`config.mk`:
```
export PLATFORM = sky130hd
export DESIGN_NAME = serial_adder_flat
export DESIGN_NICKNAME = d
export VERILOG_FILES = /design/src/rtl/adder_pkg.sv /design/src/rtl/serial_adder_if.sv /design/src/rtl/digit_adder.sv /design/src/rtl/serial_adder.sv /design/src/flat_wrapper.sv
export SDC_FILE = /design/constraint.sdc
export NUM_CORES = 1
export LEC_CHECK = 0
export BUFFER_PORTS_ARGS = -buffer_cell sky130_fd_sc_hd__buf_4
export CORE_ASPECT_RATIO = 1.2
export CORE_UTILIZATION = 35
export DETAILED_ROUTE_END_ITERATION = 6
export GPL_TIMING_DRIVEN = 0
export PLACE_DENSITY = 0.55
export RECOVER_POWER = 25
export REMOVE_ABC_BUFFERS = 1
export SETUP_SLACK_MARGIN = 0.5
export SYNTH_ARGS = -nofsm -noshare
export SYNTH_HDL_FRONTEND = slang
export SYNTH_SLANG_ARGS = --single-unit
export TNS_END_PERCENT = 10
```
`constraint.sdc`:
```
create_clock -name clk -period 2.5 [get_ports clk]
set_clock_uncertainty 0.1 [all_clocks]
set_input_delay 0.75 -clock clk [delete_from_list [all_inputs] [get_ports clk]]
set_output_delay 0.75 -clock clk [all_outputs]
set_load 0.1 [all_outputs]
```
`src/rtl/adder_pkg.sv`:
```
// Shared definitions for the digit-serial adder.
//   state_t   : FSM encoding (IDLE=0, RUN=1, DONE=2), 2 bits wide.
//   cfg_legal : returns 1 when DIGIT divides WIDTH and 1 <= DIGIT <= WIDTH.
package adder_pkg;

    typedef enum logic [1:0] {
        IDLE = 2'd0,
        RUN  = 2'd1,
        DONE = 2'd2
    } state_t;

    function automatic bit cfg_legal(int width, int digit);
        return (digit >= 1) && (digit <= width) && ((width % digit) == 0);
    endfunction

endpackage

```
`src/rtl/serial_adder_if.sv`:
```
// Operand/result handshake bundle of the serial adder.
//   a, b, sub, in_valid     : operand side, driven by the producer
//   in_ready                : operand side, driven by the adder
//   s, c, v, out_valid      : result side, driven by the adder
//   out_ready               : result side, driven by the consumer
// Modports: master = producer/consumer, slave = the adder.
interface serial_adder_if #(
    parameter int WIDTH = 8
);
    logic [WIDTH-1:0] a;
    logic [WIDTH-1:0] b;
    logic             sub;
    logic             in_valid;
    logic             in_ready;
    logic [WIDTH-1:0] s;
    logic             c;
    logic             v;
    logic             out_valid;
    logic             out_ready;

    modport master (
        output a, b, sub, in_valid, out_ready,
        input  in_ready, s, c, v, out_valid
    );

    modport slave (
        input  a, b, sub, in_valid, out_ready,
        output in_ready, s, c, v, out_valid
    );
endinterface

```
`src/rtl/digit_adder.sv`:
```
// DIGIT-bit ripple-carry adder, one digit of the serial datapath.
//   x, y     : digit operands
//   cin      : carry into bit 0
//   sum      : digit sum
//   cout     : carry out of the top bit
//   c_msb_in : carry into the top bit (used for signed overflow)
module digit_adder #(
    parameter int DIGIT = 1
) (
    input  logic [DIGIT-1:0] x,
    input  logic [DIGIT-1:0] y,
    input  logic             cin,
    output logic [DIGIT-1:0] sum,
    output logic             cout,
    output logic             c_msb_in
);
    logic [DIGIT:0] carry;

    assign carry[0] = cin;

    for (genvar gi = 0; gi < DIGIT; gi++) begin : g_bit
        assign sum[gi]      = x[gi] ^ y[gi] ^ carry[gi];
        assign carry[gi+1]  = (x[gi] & y[gi]) | (x[gi] & carry[gi]) | (y[gi] & carry[gi]);
    end

    assign cout     = carry[DIGIT];
    assign c_msb_in = carry[DIGIT-1];
endmodule

```
`src/rtl/serial_adder.sv`:
```
// Digit-serial adder/subtractor with valid/ready handshakes.
// Processes DIGIT bits per cycle, so a result takes N = WIDTH/DIGIT RUN edges.
//   clk : clock, all state on rising edge
//   rst : synchronous active-high reset
//   bus : serial_adder_if slave (a, b, sub, in_valid, in_ready,
//         s, c, v, out_valid, out_ready)
// Subtraction is done as A + ~B + 1: B is inverted at acceptance and the
// carry register is seeded with sub.
module serial_adder
    import adder_pkg::*;
#(
    parameter int WIDTH = 8,
    parameter int DIGIT = 1
) (
    input  logic            clk,
    input  logic            rst,
    serial_adder_if.slave   bus
);
    if (!cfg_legal(WIDTH, DIGIT)) begin : g_cfg_check
        $error("serial_adder: DIGIT must divide WIDTH and lie in 1..WIDTH");
    end

    localparam int N  = WIDTH / DIGIT;
    localparam int CW = $clog2(N + 1);

    state_t           state_reg;
    logic [WIDTH-1:0] a_reg;
    logic [WIDTH-1:0] b_reg;
    logic [WIDTH-1:0] s_reg;
    logic             carry_reg;
    logic             c_reg;
    logic             v_reg;
    logic             out_valid_reg;
    logic [CW-1:0]    cnt_reg;

    logic             in_ready;
    logic             accept;
    logic [DIGIT-1:0] digit_sum;
    logic             digit_cout;
    logic             digit_c_msb_in;
    logic [WIDTH-1:0] sum_wide;
    logic             last_digit;

    // Depends only on state, reset and out_ready -- never on in_valid.
    assign in_ready   = !rst && ((state_reg == IDLE) ||
                                 ((state_reg == DONE) && bus.out_ready));
    assign accept     = bus.in_valid && in_ready;
    assign last_digit = (cnt_reg == CW'(N - 1));
    assign sum_wide   = WIDTH'(digit_sum);

    digit_adder #(
        .DIGIT (DIGIT)
    ) u_digit_adder (
        .x        (a_reg[DIGIT-1:0]),
        .y        (b_reg[DIGIT-1:0]),
        .cin      (carry_reg),
        .sum      (digit_sum),
        .cout     (digit_cout),
        .c_msb_in (digit_c_msb_in)
    );

    always_ff @(posedge clk) begin
        if (rst) begin
            state_reg     <= IDLE;
            a_reg         <= '0;
            b_reg         <= '0;
            s_reg         <= '0;
            carry_reg     <= 1'b0;
            c_reg         <= 1'b0;
            v_reg         <= 1'b0;
            out_valid_reg <= 1'b0;
            cnt_reg       <= '0;
        end else begin
            case (state_reg)
                IDLE: begin
                    if (accept) begin
                        state_reg <= RUN;
                    end
                end
                RUN: begin
                    // Result digits enter at the MSB so the first (least
                    // significant) digit ends at bit 0 after N shifts.
                    s_reg     <= (s_reg >> DIGIT) | (sum_wide << (WIDTH - DIGIT));
                    a_reg     <= a_reg >> DIGIT;
                    b_reg     <= b_reg >> DIGIT;
                    carry_reg <= digit_cout;
                    cnt_reg   <= cnt_reg + CW'(1);
                    if (last_digit) begin
                        c_reg         <= digit_cout;
                        v_reg         <= digit_c_msb_in ^ digit_cout;
                        out_valid_reg <= 1'b1;
                        state_reg     <= DONE;
                    end
                end
                DONE: begin
                    if (bus.out_ready) begin
                        out_valid_reg <= 1'b0;
                        state_reg     <= accept ? RUN : IDLE;
                    end
                end
                default: begin
                    state_reg <= IDLE;
                end
            endcase

            // Acceptance only happens in IDLE or DONE, never alongside RUN updates.
            if (accept) begin
                a_reg     <= bus.a;
                b_reg     <= bus.b ^ {WIDTH{bus.sub}};
                carry_reg <= bus.sub;
                cnt_reg   <= '0;
            end
        end
    end

    assign bus.in_ready  = in_ready;
    assign bus.s         = s_reg;
    assign bus.c         = c_reg;
    assign bus.v         = v_reg;
    assign bus.out_valid = out_valid_reg;
endmodule

```
`src/flat_wrapper.sv`:
```
// flat-port wrapper written by rule: the top's interface ports become plain ports
module serial_adder_flat import adder_pkg::*;
#(
    parameter int WIDTH = 8,
    parameter int DIGIT = 1
)
  (clk, rst, bus_a, bus_b, bus_sub, bus_in_valid, bus_out_ready, bus_in_ready, bus_s, bus_c, bus_v, bus_out_valid);
  serial_adder_if #(.WIDTH(WIDTH)) bus_i ();
  input  logic clk;
  input  logic rst;
  input wire logic [$bits(bus_i.a)-1:0] bus_a;
  input wire logic [$bits(bus_i.b)-1:0] bus_b;
  input wire logic [$bits(bus_i.sub)-1:0] bus_sub;
  input wire logic [$bits(bus_i.in_valid)-1:0] bus_in_valid;
  input wire logic [$bits(bus_i.out_ready)-1:0] bus_out_ready;
  output wire logic [$bits(bus_i.in_ready)-1:0] bus_in_ready;
  output wire logic [$bits(bus_i.s)-1:0] bus_s;
  output wire logic [$bits(bus_i.c)-1:0] bus_c;
  output wire logic [$bits(bus_i.v)-1:0] bus_v;
  output wire logic [$bits(bus_i.out_valid)-1:0] bus_out_valid;
  assign bus_i.a = bus_a;
  assign bus_i.b = bus_b;
  assign bus_i.sub = bus_sub;
  assign bus_i.in_valid = bus_in_valid;
  assign bus_i.out_ready = bus_out_ready;
  assign bus_in_ready = bus_i.in_ready;
  assign bus_s = bus_i.s;
  assign bus_c = bus_i.c;
  assign bus_v = bus_i.v;
  assign bus_out_valid = bus_i.out_valid;
  serial_adder #(.WIDTH(WIDTH), .DIGIT(DIGIT)) u_core (.clk(clk), .rst(rst), .bus(bus_i));
endmodule
```
### After elaboration in Yosys (flattened, before gate mapping)

Index checks and enable logic that the tools add are counted.

* register bits after elaboration: 34
* bits of input ports: 21
* output and inout bits: 12
* word-level logic and storage cells: 52

* add/sub/neg operators: 1
* equal/unequal tests: 6
* multiplexer cells: 14
* bitwise operators: 10
* reductions and logical operators: 12

Operators with widths (number)
* 8-bit two-way mux: 4
* 7-bit by 8-bit bitwise OR with 8-bit output: 1
* 8-bit XOR: 1
* 2-bit two-way mux: 3
* 2-bit case mux with 3 select lines: 1
* 3-bit AND reduction: 2
* 1-bit two-way mux: 5
* 4-bit by 1-bit adder with 4-bit output, second input constant: 1
* 4-bit by 3-bit equality test with 1-bit output, second input constant: 1
* 2-bit by 1-bit inequality test with 1-bit output, second input constant: 2
* 2-bit nonzero test: 2
* 1-bit AND: 3
* 1-bit logical AND: 3
* 1-bit XOR: 3
* 2-bit by 1-bit equality test with 1-bit output, second input constant: 1
* 2-bit equality test, second input constant: 1
* 2-bit logical NOT: 1
* 2-bit inequality test, second input constant: 1
* 1-bit bitwise OR: 2
* 1-bit case mux with 2 select lines: 1
* 2-bit AND reduction: 1
* 2-bit OR reduction: 1
* 1-bit logical NOT: 1
* 1-bit logical OR: 1

### Depth between registers and ports, before layout

* word-level depth: 8
* mapped depth: 6
* gate-level depth less buffers: 4

### By module

A second synthesis with hierarchy kept.

* cell total of the unflattened synthesis: 191
* area total of the unflattened synthesis: 1685.4 µm²

Modules (own cells, without submodules)
* serial_adder: times used 1, cells each 189, area each 1657.8 µm², sequential area each 680.7 µm²
* digit_adder: times used 1, cells each 2, area each 27.5 µm², sequential area each 0.0 µm²

### Least setup slack after synthesis

No wires, ideal clock.

* kind: input to output
* from: in rst
* to: out bus_in_ready
* arrival: 2.603 ns
* data required time: 1.650 ns
* setup slack: -0.953 ns
* stages on the path: 5
* buffers on the path: 3
* cell sequence: buf_6 -> or2_1 -> buf_6 -> buf_6 -> nor2_1

* longest elaborated chain between the ends: 2

RTL lines
* start, declared: RTL line flat_wrapper.sv:10 `input logic rst;`
* 1-bit logical NOT: RTL line serial_adder.sv:45 `assign in_ready = !rst && ((state_reg == IDLE) ||`
* 1-bit logical AND: RTL line serial_adder.sv:45
* end, declared: RTL line flat_wrapper.sv:16 `output wire logic [$bits(bus_i.in_ready)-1:0] bus_in_ready;`

Every way passes these cells.

### Worst setup path after layout

Same ends and word-level chain as after synthesis.

==> flow_summary.yaml <==
detailed_routing:
  drtAntennaViolNets: 0
  drt-initial-drc-count: 85
  routed_wl_um: 3900
  number_of_search_and_repair_iterations_in_the_first_detailed_routing_pass: 4
  routed-via-count: 1451
  post_drt_wl_per_cell_um: 14.4
  vias_per_cell: 5.35
  remaining_drc_errors: 0
timing:
  timing.final.max_slew_violations: 0
  final-setup-viol-count: 0
  period_minus_slack_ps: 2340
  min_period_over_period: 0.936
  fmaxAchievable_mhz: 427
  grt_setup_unrepaired: "true"
  timing_hold_violations_final: 0
  worstMarginPinSlew_ps: 1020
  slew-limit-headroom: 0.322
  fin_hold_ws_ps: 360
critical_path:
  crit_path_start_kind: "input pin"
  crit_path_max_fanout: 2
  critical_path.endpoint_type: "output pin"
  cp_data_arrival_time_ps: 1490
  worst-endpoint-required_ps: 1650
  worst_path_largest_cell_delay_ps: 310
  regToRegSetupSlack_ps: 400
  path_cells: "buf_16 -> or2_0 -> nor2_4 -> buf_12"
  worst_path_max_delay_cell: "sky130_fd_sc_hd__or2_0"
  reg2reg_to: "u_core.cnt_reg[2]"
  worst_r2r_startpoint: "u_core.state_reg[0]"
  timing.reg2reg.worst_path_depth: 4
  path_class: "input pin to output pin"
layout:
  flow.area_growth_from_synthesis_pct: 23.2
  nNetsFinal: 237
  n_antenna_cell: 0
  drive_gt1_frac: 0.242
  final_design_area_no_fill_sq_mm: 0.00200
logic_synthesis:
  mean_area_per_synthesized_cell_sq_um: 8.62
  compound_cell_area_share_of_the_yosys_netlist: 0.161
  synthMuxAreaShare: 0.00618
  synth_top_family_by_area: "simple AND/OR/NAND/NOR gates"
  postSynthCellCount: 188
  synth_area_sq_mm: 0.00162
  warnings_synthesis: 0
  synth_xor_area_frac: 0.0595
  synth_fa_ha_area_frac: 0.0201
  synth_cell_type_count: 37
  dominant_synthesized_flop_cell: "sky130_fd_sc_hd__dfxtp_1"
  synth-edff-count: 0
  share_of_flip_flops_with_an_asynchronous_set_or_reset_after_synthesis: 0
  yosysSeqAreaShare: 0.420
  synth-seq-cells: 34
  synth_simple_gate_area_frac: 0.263
placement:
  dpl_cell_area_sq_mm: 0.00182
  place.port_buffers: 32
  finalWeightedCongestion: 0.711
  dp_hpwl_um: 2270
global_routing:
  global_route.overflow_total: 0
  grt_pass1_vias: 1414
  number_of_antenna_violations_at_the_first_check_in_global_routing: 0
  grt_start_max_net_pins: 31
  grt_use_total: 0.175
  grt_first_pass_wirelength_um: 6630
cts:
  number_of_h_tree_levels: 2
  cts-hold-fix-buffers: 0
  clock_transition_at_the_register_clock_pins_on_the_worst_setup_and_hold_paths_after_cts_ps: 70
  clk_path_buf_depth: 2
  cts.root.buffer_cell: "sky130_fd_sc_hd__clkbuf_8"
  cts_tree: "built"
  cts_made_buffers: 5
  clock_latency_ps: 280
  clock-sinks: 34
floorplanning:
  core_area_sq_mm: 0.00436
  dieHeight_um: 76.5
  overall_die_width_um: 64.1
  die_area_sq_mm: 0.00491
  rows: 26
  floorplan.initialDensity: 0.372
  ios: 33
power:
  power.static_leakage_uw: 0.000710
  report.power.total_uw: 1180
  peakVddDrop_uv: 334
  power_density_mw_per_mm2: 590
min_path:
  timing.hold.worst_path_depth: 2
  min_path_type: "register to register"
  timing.hold.worst_endpoint: "u_core.bus.out_valid"
  hold_path.startpoint: "u_core.bus.out_valid"
status:
  outcome: "finished clean"
job:
  maxCapViolations: 0
[power by group]
part | switching [uW] | internal, uW | total (uW)
combinational | 103 | 73.4 | 177
sequential | 16.4 | 567 | 583
clock | 197 | 221 | 418
total | 317 | 861 | 1180
[kinds of logic after synthesis]
group           Yosys count
compound gates           37
xor+xnor                 11
fa+ha+maj                 2
buf+inv                  18
flops                    34
mux                       1
simple gates             85
[worst max path at each step]
| stage | startpoint | endpoint | slack [ps] |
|---|---|---|---|
| floorplan | rst | bus_in_ready | -810 |
| global placement | bus_out_ready | bus_in_ready | -610 |
| detailed placement | bus_out_ready | bus_in_ready | -640 |
| CTS | rst | bus_in_ready | 250 |
| global route | rst | bus_in_ready | 110 |
| finish | rst | bus_in_ready | 160 |
[routing by layer]
| layer | share of wire | vias up | track usage |
|---|---|---|---|
| li1 | - | 725 | - |
| met3 | 0.041 | 6 | 0.0434 |
| met5 | 0 | - | 0 |
| met2 | 0.50 | 37 | 0.277 |
| met4 | 0.019 | 0 | 0.0911 |
| met1 | 0.44 | 683 | 0.217 |
[worst max-delay path, delay by kind of cell]
family / cells / cell delay [ps]
buffers and inverters: 2 / 280
AND/OR/NAND/NOR: 2 / 450
[cells in the mapped netlist (all sizes together), types with 2 or more instances]
| cell type | instances | area [sq um] |
|---|---|---|
| o21ai | 2 | 10.0 |
| a21oi | 15 | 75.1 |
| clkbuf | 4 | 15.0 |
| xnor2 | 2 | 17.5 |
| nand3b | 3 | 22.5 |
| a311oi | 15 | 131 |
| nor2 | 2 | 10.0 |
| buf | 13 | 93.8 |
| nand2b | 2 | 12.5 |
| o311ai | 3 | 26.3 |
| nor3 | 4 | 25.0 |
| xor2 | 9 | 78.8 |
| nand4 | 3 | 18.8 |
| dfxtp | 34 | 681 |
| nand2 | 48 | 180 |
| nor4 | 14 | 93.8 |
| nand3 | 3 | 20.0 |
[layout make-up]
type / count / area, sq um
sequential: 34 / 681
clock inverter: 2 / 12.5
fill: 443 / 2360
multi-input combinational: 136 / 840
timing repair buffer: 36 / 307
clock buffer: 6 / 82.6
inverter: 1 / 3.75
tap: 56 / 70.1
[layout by cell type (no fill, tap or decap), types with 2 or more instances in the layout]
cell and count:
sky130_fd_sc_hd__nand2_1 48, sky130_fd_sc_hd__dfxtp_1 34, sky130_fd_sc_hd__buf_4 25, sky130_fd_sc_hd__a311oi_1 15, sky130_fd_sc_hd__a21oi_1 15, sky130_fd_sc_hd__nor4_1 13, sky130_fd_sc_hd__xor2_1 9, sky130_fd_sc_hd__clkbuf_2 7
sky130_fd_sc_hd__clkbuf_8 6, sky130_fd_sc_hd__nor3_1 4, sky130_fd_sc_hd__nand3b_1 3, sky130_fd_sc_hd__nand4_1 3, sky130_fd_sc_hd__o311ai_0 2, sky130_fd_sc_hd__xnor2_1 2, sky130_fd_sc_hd__nand3_1 2, sky130_fd_sc_hd__o21ai_0 2
[metrics by stage]
| stage | setup TNS, ps | instances | util | setup slack, ps |
|---|---|---|---|---|
| finish | 0 | 271 | 0.458 | 159 |
| global route | 0 | 271 | 0.458 | 112 |
| CTS | 0 | 271 | 0.464 | 245 |
| detailed placement | -838 | 259 | 0.418 | -643 |
| global placement | -614 | 259 | 0.418 | -614 |
| floorplan | -814 | 171 | - | -814 |
[timing repair]
action / 4_1_cts / 5_1_grt
gates resized for setup: 13 / 1
setup endpoints to repair: 22 / 20
pin swaps: 2 / 0
setup buffers: 3 / 0
gates cloned: 1 / 0
Note: power is estimated with default switching activity, not from simulation.
